[src/rtl/pipeline_memory_stage_hs.sv]
// -----------------------------------------------------------------------------
// pipeline_memory_stage_hs
//
// MEM pipeline stage between EXECUTE and WRITEBACK. Non-memory instructions
// pass through with one cycle of latency. LDR/STR are issued to a
// variable-latency memory over a req/ready/rvalid handshake. A per-access
// wait counter raises a sticky fault and retires the instruction if the
// memory does not respond in time.
//
// Ports
//   clk, reset             rising-edge clock, asynchronous active-low reset
//   execute_*              instruction offered by EXECUTE (held while stalled)
//   writeback_stall        downstream cannot accept; stage outputs hold
//   memory_stall           upstream must hold execute_* this cycle
//   memory_rn_num/rt_num   register-file read indices from execute_instr
//   memory_rn, memory_rt   register values (base address, store data)
//   mem_req/we/addr/wdata  request channel to memory
//   mem_ready              memory accepts the request this cycle
//   mem_rvalid/rdata       read response channel
//   memory_done/...        registered stage outputs towards WRITEBACK
//   memory_fault           sticky wait-timeout flag
// -----------------------------------------------------------------------------
module pipeline_memory_stage_hs #(
  parameter int unsigned DATA_W   = 16,
  parameter int unsigned ADDR_W   = 16,
  parameter int unsigned INSTR_W  = 16,
  parameter int unsigned MAX_WAIT = 15
) (
  input  logic               clk,
  input  logic               reset,
  input  logic               execute_done,
  input  logic               execute_is_dependent,
  input  logic [DATA_W-1:0]  execute_result,
  input  logic [INSTR_W-1:0] execute_instr,
  input  logic               writeback_stall,
  output logic               memory_stall,
  output logic [2:0]         memory_rn_num,
  output logic [2:0]         memory_rt_num,
  input  logic [DATA_W-1:0]  memory_rn,
  input  logic [DATA_W-1:0]  memory_rt,
  output logic               mem_req,
  output logic               mem_we,
  output logic [ADDR_W-1:0]  mem_addr,
  output logic [DATA_W-1:0]  mem_wdata,
  input  logic               mem_ready,
  input  logic               mem_rvalid,
  input  logic [DATA_W-1:0]  mem_rdata,
  output logic               memory_done,
  output logic               memory_is_dependent,
  output logic [DATA_W-1:0]  memory_result,
  output logic [INSTR_W-1:0] memory_instr,
  output logic               memory_fault
);

  localparam int unsigned CNT_W  = (MAX_WAIT < 1) ? 1 : $clog2(MAX_WAIT + 1);
  localparam logic [3:0]  OP_LDR = 4'b0100;
  localparam logic [3:0]  OP_STR = 4'b0101;

  // S_HOLD: the memory access has finished but WRITEBACK is stalled; the
  // result waits in hold_q so the request can be dropped without data loss.
  typedef enum logic [1:0] {
    S_IDLE,
    S_REQ,
    S_RESP,
    S_HOLD
  } state_t;

  state_t              state_q, state_d;
  logic [CNT_W-1:0]    cnt_q, cnt_d;
  logic                we_q, we_d;
  logic [ADDR_W-1:0]   addr_q, addr_d;
  logic [DATA_W-1:0]   wdata_q, wdata_d;
  logic [INSTR_W-1:0]  linstr_q, linstr_d;
  logic [DATA_W-1:0]   lres_q, lres_d;
  logic                ldep_q, ldep_d;
  logic [DATA_W-1:0]   hold_q, hold_d;
  logic                done_q, done_d;
  logic                dep_q, dep_d;
  logic [DATA_W-1:0]   result_q, result_d;
  logic [INSTR_W-1:0]  instr_q, instr_d;
  logic                fault_q, fault_d;

  logic [3:0]          opcode;
  logic                is_mem;
  logic                is_str;
  logic                timeout;
  logic                cmpl;
  logic [DATA_W-1:0]   cmpl_data;

  assign opcode  = execute_instr[INSTR_W-1 -: 4];
  assign is_str  = (opcode == OP_STR);
  assign is_mem  = (opcode == OP_LDR) || is_str;
  assign timeout = (cnt_q == CNT_W'(MAX_WAIT));

  assign memory_rn_num       = execute_instr[5:3];
  assign memory_rt_num       = execute_instr[2:0];
  assign memory_stall        = (state_q != S_IDLE) || writeback_stall;
  assign mem_req             = (state_q == S_REQ);
  assign mem_we              = we_q;
  assign mem_addr            = addr_q;
  assign mem_wdata           = wdata_q;
  assign memory_done         = done_q;
  assign memory_is_dependent = dep_q;
  assign memory_result       = result_q;
  assign memory_instr        = instr_q;
  assign memory_fault        = fault_q;

  always_comb begin
    state_d   = state_q;
    cnt_d     = cnt_q;
    we_d      = we_q;
    addr_d    = addr_q;
    wdata_d   = wdata_q;
    linstr_d  = linstr_q;
    lres_d    = lres_q;
    ldep_d    = ldep_q;
    hold_d    = hold_q;
    done_d    = done_q;
    dep_d     = dep_q;
    result_d  = result_q;
    instr_d   = instr_q;
    fault_d   = fault_q;
    cmpl      = 1'b0;
    cmpl_data = lres_q;

    unique case (state_q)
      S_IDLE: begin
        if (!writeback_stall) begin
          if (execute_done) begin
            if (is_mem) begin
              linstr_d = execute_instr;
              lres_d   = execute_result;
              ldep_d   = execute_is_dependent;
              addr_d   = ADDR_W'(memory_rn);
              wdata_d  = memory_rt;
              we_d     = is_str;
              cnt_d    = '0;
              done_d   = 1'b0;
              state_d  = S_REQ;
            end else begin
              done_d   = 1'b1;
              result_d = execute_result;
              instr_d  = execute_instr;
              dep_d    = execute_is_dependent;
            end
          end else begin
            done_d = 1'b0;
          end
        end
      end

      S_REQ: begin
        // A real handshake in the last allowed cycle wins over the timeout.
        if (mem_ready && we_q) begin
          cmpl      = 1'b1;
          cmpl_data = lres_q;
        end else if (mem_ready && mem_rvalid) begin
          cmpl      = 1'b1;
          cmpl_data = mem_rdata;
        end else if (timeout) begin
          fault_d   = 1'b1;
          cmpl      = 1'b1;
          cmpl_data = we_q ? lres_q : '0;
        end else if (mem_ready) begin
          cnt_d   = cnt_q + CNT_W'(1);
          state_d = S_RESP;
        end else begin
          cnt_d = cnt_q + CNT_W'(1);
        end
      end

      S_RESP: begin
        if (mem_rvalid) begin
          cmpl      = 1'b1;
          cmpl_data = mem_rdata;
        end else if (timeout) begin
          fault_d   = 1'b1;
          cmpl      = 1'b1;
          cmpl_data = '0;
        end else begin
          cnt_d = cnt_q + CNT_W'(1);
        end
      end

      S_HOLD: begin
        if (!writeback_stall) begin
          done_d   = 1'b1;
          result_d = hold_q;
          instr_d  = linstr_q;
          dep_d    = ldep_q;
          state_d  = S_IDLE;
        end
      end

      default: state_d = S_IDLE;
    endcase

    if (cmpl) begin
      cnt_d = '0;
      if (writeback_stall) begin
        hold_d  = cmpl_data;
        state_d = S_HOLD;
      end else begin
        done_d   = 1'b1;
        result_d = cmpl_data;
        instr_d  = linstr_q;
        dep_d    = ldep_q;
        state_d  = S_IDLE;
      end
    end
  end

  always_ff @(posedge clk or negedge reset) begin
    if (!reset) begin
      state_q  <= S_IDLE;
      cnt_q    <= '0;
      we_q     <= 1'b0;
      addr_q   <= '0;
      wdata_q  <= '0;
      linstr_q <= '0;
      lres_q   <= '0;
      ldep_q   <= 1'b0;
      hold_q   <= '0;
      done_q   <= 1'b0;
      dep_q    <= 1'b0;
      result_q <= '0;
      instr_q  <= '0;
      fault_q  <= 1'b0;
    end else begin
      state_q  <= state_d;
      cnt_q    <= cnt_d;
      we_q     <= we_d;
      addr_q   <= addr_d;
      wdata_q  <= wdata_d;
      linstr_q <= linstr_d;
      lres_q   <= lres_d;
      ldep_q   <= ldep_d;
      hold_q   <= hold_d;
      done_q   <= done_d;
      dep_q    <= dep_d;
      result_q <= result_d;
      instr_q  <= instr_d;
      fault_q  <= fault_d;
    end
  end

endmodule

[config.mk]
export PLATFORM = sky130hd
export DESIGN_NAME = pipeline_memory_stage_hs
export DESIGN_NICKNAME = d
export VERILOG_FILES = /design/src/rtl/pipeline_memory_stage_hs.sv
export SDC_FILE = /design/constraint.sdc
export NUM_CORES = 1
export LEC_CHECK = 0
export CAP_MARGIN = 20
export CORE_MARGIN = 10
export CORE_UTILIZATION = 44
export CTS_BUF_LIST = sky130_fd_sc_hd__clkbuf_8
export DETAILED_ROUTE_END_ITERATION = 10
export PLACE_DENSITY = 0.76
export SYNTH_ARGS = -nofsm -noshare
export SYNTH_HDL_FRONTEND = slang
export SYNTH_SLANG_ARGS = --single-unit
[constraint.sdc]
create_clock -name clk -period 2 [get_ports clk]
set_clock_uncertainty 0.2 [all_clocks]
set_input_delay 0.4 -clock clk [delete_from_list [all_inputs] [get_ports clk]]
set_output_delay 0.4 -clock clk [all_outputs]
set_load 0.02 [all_outputs]
==> results_dict.tcl, run 1 <==
set metrics [dict create \
    antennaDiodeCount 0 \
    rr_startpoint "state_q[0]" \
    hold_class "in2async" \
    finalHoldViolCount 0 \
    r2r_setup_slack_ns -0.38 \
    power_density_nw_per_um2 1540 \
    startpoint "state_q[0]" \
    max_cap_violations 0 \
    drive_above_1_share_pct 39.6 \
    violations "setup timing" \
    clock_latency_ns 0.45 \
    cts.sinks 123 \
    antenna_found_initial 0 \
    floorplan.initialDensity_pct 44.9 \
    startpoint_type "register" \
    track_usage_pct 22.0 \
    ant_nets 0 \
    overflow 0 \
    ys_types 45 \
    core_um2 12100 \
    syn_to_final_growth_pct 73.8 \
    run_status "finished, violations left" \
    final_area_um2 9420 \
    gp_congestion 0.896 \
    worstRegToRegCells 10 \
    finalSetupViolations 121 \
    clk_path_buf_depth 2 \
    tightest_slew_ns 0.481 \
    cp.arrival_ns 2.55 \
    fp.dieW_um 131 \
    synth_area_um2 5420 \
    grt_first_pass_wirelength_um 28900 \
    leakagePower_nw 4.43 \
    r2r_end "cnt_q[2]" \
    die_h_um 131 \
    ir_worst_vdd_v 0.000737 \
    drv_slew 0 \
    synth_seq_cells 123 \
    drcViolationCount 0 \
    stdcell_count 881 \
    dieArea_um2 17200 \
    rsz0062_at_grt "true" \
    cts_buffers 17 \
    io_pins 163 \
    port_buffers 162 \
    first_global_vias 5236 \
    grt_max_degree 43 \
    vias 4999 \
    nFillCells 724 \
    avgSynthCellArea_um2 12.0 \
    worstPathRequired_ns 2.17 \
    drtIter0Drc 407 \
    fmax_mhz 420 \
    synth-edff-count 0 \
    yosys_most_used_dff "dfrtp_1" \
    setup_ws_ns -0.380 \
    drt-total-wl_um 21000 \
    synth_nets 543 \
    ys_warn_count 0 \
    post_drt_wl_per_cell_um 23.9 \
    crit_path_max_fanout 5 \
    rows 40 \
    clkSlewWorstSetupHoldPaths_ns 0.07 \
    ctsHtreeMaxLevel 4 \
    synth_async_sr_flop_share_pct 100 \
    dr.pass1.iters 6 \
    seq_area_frac_synth_pct 56.8 \
    dp_cells 810 \
    viasPerCell 5.67 \
    post-route-min-period_ns 2.38 \
    placed_cell_area_um2 7660 \
    endpoint_kind "register" \
    cts_tree "done" \
    slew-limit-headroom_pct 67.8 \
    dp_hpwl_um 11700 \
    final_nets 792 \
    clockRootBuffer "clkbuf_8" \
    fin_crit_sh_pct 119 \
    synthCells 451 \
    mostFrequentLayoutCells "dfrtp_1 (122), clkdlybuf4s50_1 (85), dlygate4sd2_1 (74), mux2_4 (61), buf_4 (46)" \
    path_class "reg2reg" \
    layout_commonest_cell "dfrtp_1" \
]
worst max path at each step:
stage,cells past startpoint,to,slack (ns)
floorplan,9,memory_result[10],-0.17
global placement,6,memory_result[12],-0.79
detailed placement,6,memory_result[1],-0.88
CTS,9,memory_instr[13],-0.20
global route,10,cnt_q[2],-0.43
finish,10,cnt_q[2],-0.38
state kept, by name (all words and copies together), names as in the netlist, named ones only:
register and flops:
cnt_q 4, hold_q 16, ldep_q 1, linstr_q 16, lres_q 16, mem_addr 16
mem_wdata 16, mem_we 1, memory_fault 1, memory_instr 16, memory_is_dependent 1, memory_result 16
state_q 2
critical path, stage by stage (launching register included):
cell,delay (ns)
dfrtp_1,0.43
buf_6,0.14
ha_4,0.17
o2111a_1,0.27
buf_6,0.14
a211oi_4,0.32
buf_4,0.18
buf_6,0.12
nor2b_4,0.13
o21ai_1,0.07
o21ai_1,0.12
cell type report:
class	instances	area, um^2	share of cell area, %
flip-flops and latches	123	3080	32.7
multi-input cells	289	2840	30.1
repair buffers	262	2810	29.8
clock buffers	20	275	2.92
well taps	168	210	2.23
clock inverters	12	169	1.79
inverters	7	38.8	0.412
power breakdown:
part / total, mW / internal, mW / leakage [nW] / switching, mW
clock network: 2.47 / 1.45 / 0.224 / 1.03
registers: 4.06 / 3.41 / 1.62 / 0.649
logic: 7.97 / 3.99 / 2.58 / 3.98
per-layer routing:
metal  track usage (%)  share of wire [%]  up-vias
li1                  -                  -     2161
met1              25.7                 39     2571
met2              37.0                 52      236
met3              8.26                8.2       31
met4              6.74                1.3        0
met5                 0                  0        -
cell families (layout without fill, tap and decap cells):
| logic type | Yosys count | count (layout) | share of synthesized area (%) |
|---|---|---|---|
| AOI/OAI and AO/OA | 122 | 122 | 15.1 |
| DFF | 123 | 123 | 56.8 |
| and+or+nand+nor | 84 | 85 | 7.13 |
| buffers and inverters | 40 | 301 | 4.25 |
| muxes | 77 | 77 | 15.6 |
| adders and majority gates | 5 | 5 | 1.15 |
cells in the mapped netlist, types with 2 or more instances:
master,instances,area [um^2]
dfrtp_1,123,3080
mux2_2,61,687
nand2_1,43,161
o21ai_0,38,190
a22oi_1,24,180
nor2_1,18,67.6
a222oi_1,16,160
mux2i_1,16,160
a21oi_1,13,65.1
buf_2,10,50.1
buf_4,10,75.1
o21ai_1,10,50.1
clkbuf_1,9,33.8
inv_1,7,26.3
ha_1,5,62.6
buf_6,4,45.0
nor2b_1,4,25.0
nor3_1,4,20.0
a21o_1,3,22.5
nand3_1,3,15.0
a211o_1,2,17.5
a221oi_1,2,17.5
a31oi_1,2,12.5
a32oi_1,2,17.5
nand2b_1,2,12.5
stage by stage:
step           hold WS, ns  setup TNS (ns)  setup WS, ns  total power [mW]  utilization, %
4_1_cts              0.228          -12.42        -0.201              12.7            71.8
6_report             0.225          -20.24        -0.380              14.5            78.1
5_1_grt              0.215          -24.80        -0.432              15.2            78.1
2_1_floorplan      -0.0956           -5.01        -0.166              6.90               -
3_5_place_dp         0.165          -70.93        -0.877              9.67            63.5
3_3_place_gp         0.162          -67.87        -0.789              9.45            63.4
what timing repair did:
action                     CTS  global route
cloned                      10             6
buffers inserted            15            14
hold endpoints to repair    23             0
gates resized for setup    147           167
pin swaps                   10            19
hold buffers                 1             0
setup endpoints to repair  193           123
(Power assumes the default switching activity.)
==> run 2: changes to the inputs <==
--- a/config.mk
+++ b/config.mk
@@ -11,6 +11,7 @@
 export CTS_BUF_LIST = sky130_fd_sc_hd__clkbuf_8
 export DETAILED_ROUTE_END_ITERATION = 10
 export PLACE_DENSITY = 0.76
+export SLEW_MARGIN = 20
 export SYNTH_ARGS = -nofsm -noshare
 export SYNTH_HDL_FRONTEND = slang
 export SYNTH_SLANG_ARGS = --single-unit
==> results_dict.tcl, run 2 (synthesized netlist as in run 1, its figures left out) <==
set metrics [dict create \
    die_h_um 131 \
    dp_cells 809 \
    crit_top_cell "buf_6" \
    clk_path_buf_depth 2 \
    cts.sinks 123 \
    dr.pass1.iters 5 \
    setup_ws_ns -0.274 \
    port_buffers 162 \
    pre_cts_slack_ns -0.873 \
    cp_cell_sequence "buf_6, ha_4, a21o_1, buf_4, a211oi_4, nor3_4, buf_6, buf_16, nand2_2, o21ai_2" \
    antenna_found_initial 0 \
    rr_startpoint "state_q[0]" \
    dieArea_um2 17200 \
    power_density_nw_per_um2 1540 \
    rows 40 \
    fin_crit_sh_pct 114 \
    crit_slowest_cell "dfrtp_1" \
    nFillCells 703 \
    worstRegToRegCells 10 \
    drtIter0Drc 461 \
    drt-total-wl_um 21500 \
    clockRootBuffer "clkbuf_8" \
    drv_slew 0 \
    first_global_vias 5352 \
    finalSetupViolations 123 \
    drive_above_1_share_pct 42.2 \
    mostFrequentLayoutCells "dfrtp_1 (122), clkdlybuf4s50_1 (85), dlygate4sd2_1 (74), mux2_4 (61), buf_4 (48)" \
    post-route-min-period_ns 2.27 \
    core_um2 12100 \
    ant_nets 0 \
    endpoint_kind "register" \
    startpoint_type "register" \
    cp.arrival_ns 2.40 \
    final_area_um2 9430 \
    fin_hold_ws_ns 0.233 \
    worstPathRequired_ns 2.12 \
    grt_first_pass_wirelength_um 30200 \
    cp_slowest_stage_delay_ns 0.43 \
    io_pins 163 \
    ctsHtreeMaxLevel 4 \
    tightest_slew_ns 0.572 \
    vias 5036 \
    grt_max_degree 43 \
    r2r_setup_slack_ns -0.27 \
    rsz0062_at_grt "true" \
    antennaDiodeCount 0 \
    placed_cell_area_um2 7650 \
    dp_hpwl_um 11600 \
    path_class "reg2reg" \
    max_cap_violations 0 \
    layout_commonest_cell "dfrtp_1" \
    p_total_mw 14.5 \
    run_status "finished, violations left" \
    syn_to_final_growth_pct 73.9 \
    drcViolationCount 0 \
    leakagePower_nw 4.45 \
    cts_buffers 17 \
    violations "setup timing" \
    gp_congestion 0.896 \
    ir_worst_vdd_v 0.000714 \
    finalHoldViolCount 0 \
    fmax_mhz 440 \
    stdcell_count 877 \
    track_usage_pct 23.0 \
    clock_latency_ns 0.45 \
    viasPerCell 5.74 \
    post_drt_wl_per_cell_um 24.5 \
    hold_class "in2async" \
    overflow 0 \
    r2r_end "memory_instr[10]" \
    floorplan.initialDensity_pct 44.9 \
    fp.dieW_um 131 \
    cts_tree "done" \
    crit_path_max_fanout 5 \
    final_nets 788 \
    slew-limit-headroom_pct 61.5 \
    clkSlewWorstSetupHoldPaths_ns 0.08 \
]
run 2: metal layers:
| metal | track usage [%] | wire length [um] |
|---|---|---|
| met1 | 26.4 | 8130 |
| met2 | 39.4 | 11100 |
| met3 | 7.86 | 1730 |
| met4 | 7.91 | 512 |
| met5 | 0 | 0 |
run 2: layout make-up:
| cell class | instances | area, um^2 | area share (%) |
|---|---|---|---|
| Clock inverter | 11 | 189 | 2.00 |
| Tap cell | 168 | 210 | 2.23 |
| Clock buffer | 21 | 289 | 3.06 |
| Timing Repair Buffer | 258 | 2730 | 29.0 |
| Sequential cell | 123 | 3080 | 32.7 |
| Multi-Input combinational cell | 289 | 2900 | 30.7 |
| Inverter | 7 | 33.8 | 0.358 |
run 2: what timing repair did:
| item | in CTS | in global routing |
|---|---|---|
| resized for setup | 205 | 129 |
| setup buffers | 22 | 6 |
| endpoints found under the hold margin | 23 | 0 |
| cloned | 9 | 6 |
| setup endpoints to repair | 193 | 122 |
| pin swaps | 32 | 17 |
| hold buffers | 1 | 0 |
run 2: worst max path at each step:
stage	startpoint	to	slack (ns)	cells after the start
2_1_floorplan	state_q[0]	memory_result[10]	-0.17	9
3_3_place_gp	mem_ready	memory_result[12]	-0.79	6
3_5_place_dp	mem_ready	memory_result[1]	-0.87	6
4_1_cts	state_q[0]	memory_result[1]	-0.18	8
5_1_grt	state_q[0]	state_q[1]	-0.33	8
6_report	state_q[0]	memory_instr[10]	-0.27	10
run 2: critical path, delay by kind of cell, from the launching register on:
kind | cells | cell delay (ns)
simple gates | 2 | 0.20
fa+ha+maj | 1 | 0.17
buf+inv | 4 | 0.60
compound gates | 3 | 0.56
flops | 1 | 0.43
run 2: per-stage QoR:
stage	setup TNS, ns	utilization (%)
global placement	-67.87	63.4
floorplan	-5.01	-
detailed placement	-71.50	63.5
CTS	-11.51	74.3
global route	-22.48	78.2
finish	-16.71	78.2
run 2: report_power, final:
| part | total, mW | internal [mW] | switching (mW) |
|---|---|---|---|
| clock network | 2.64 | 1.61 | 1.03 |
| registers | 4.09 | 3.41 | 0.674 |
| logic | 7.80 | 3.83 | 3.97 |
| total | 14.5 | 8.85 | 5.68 |
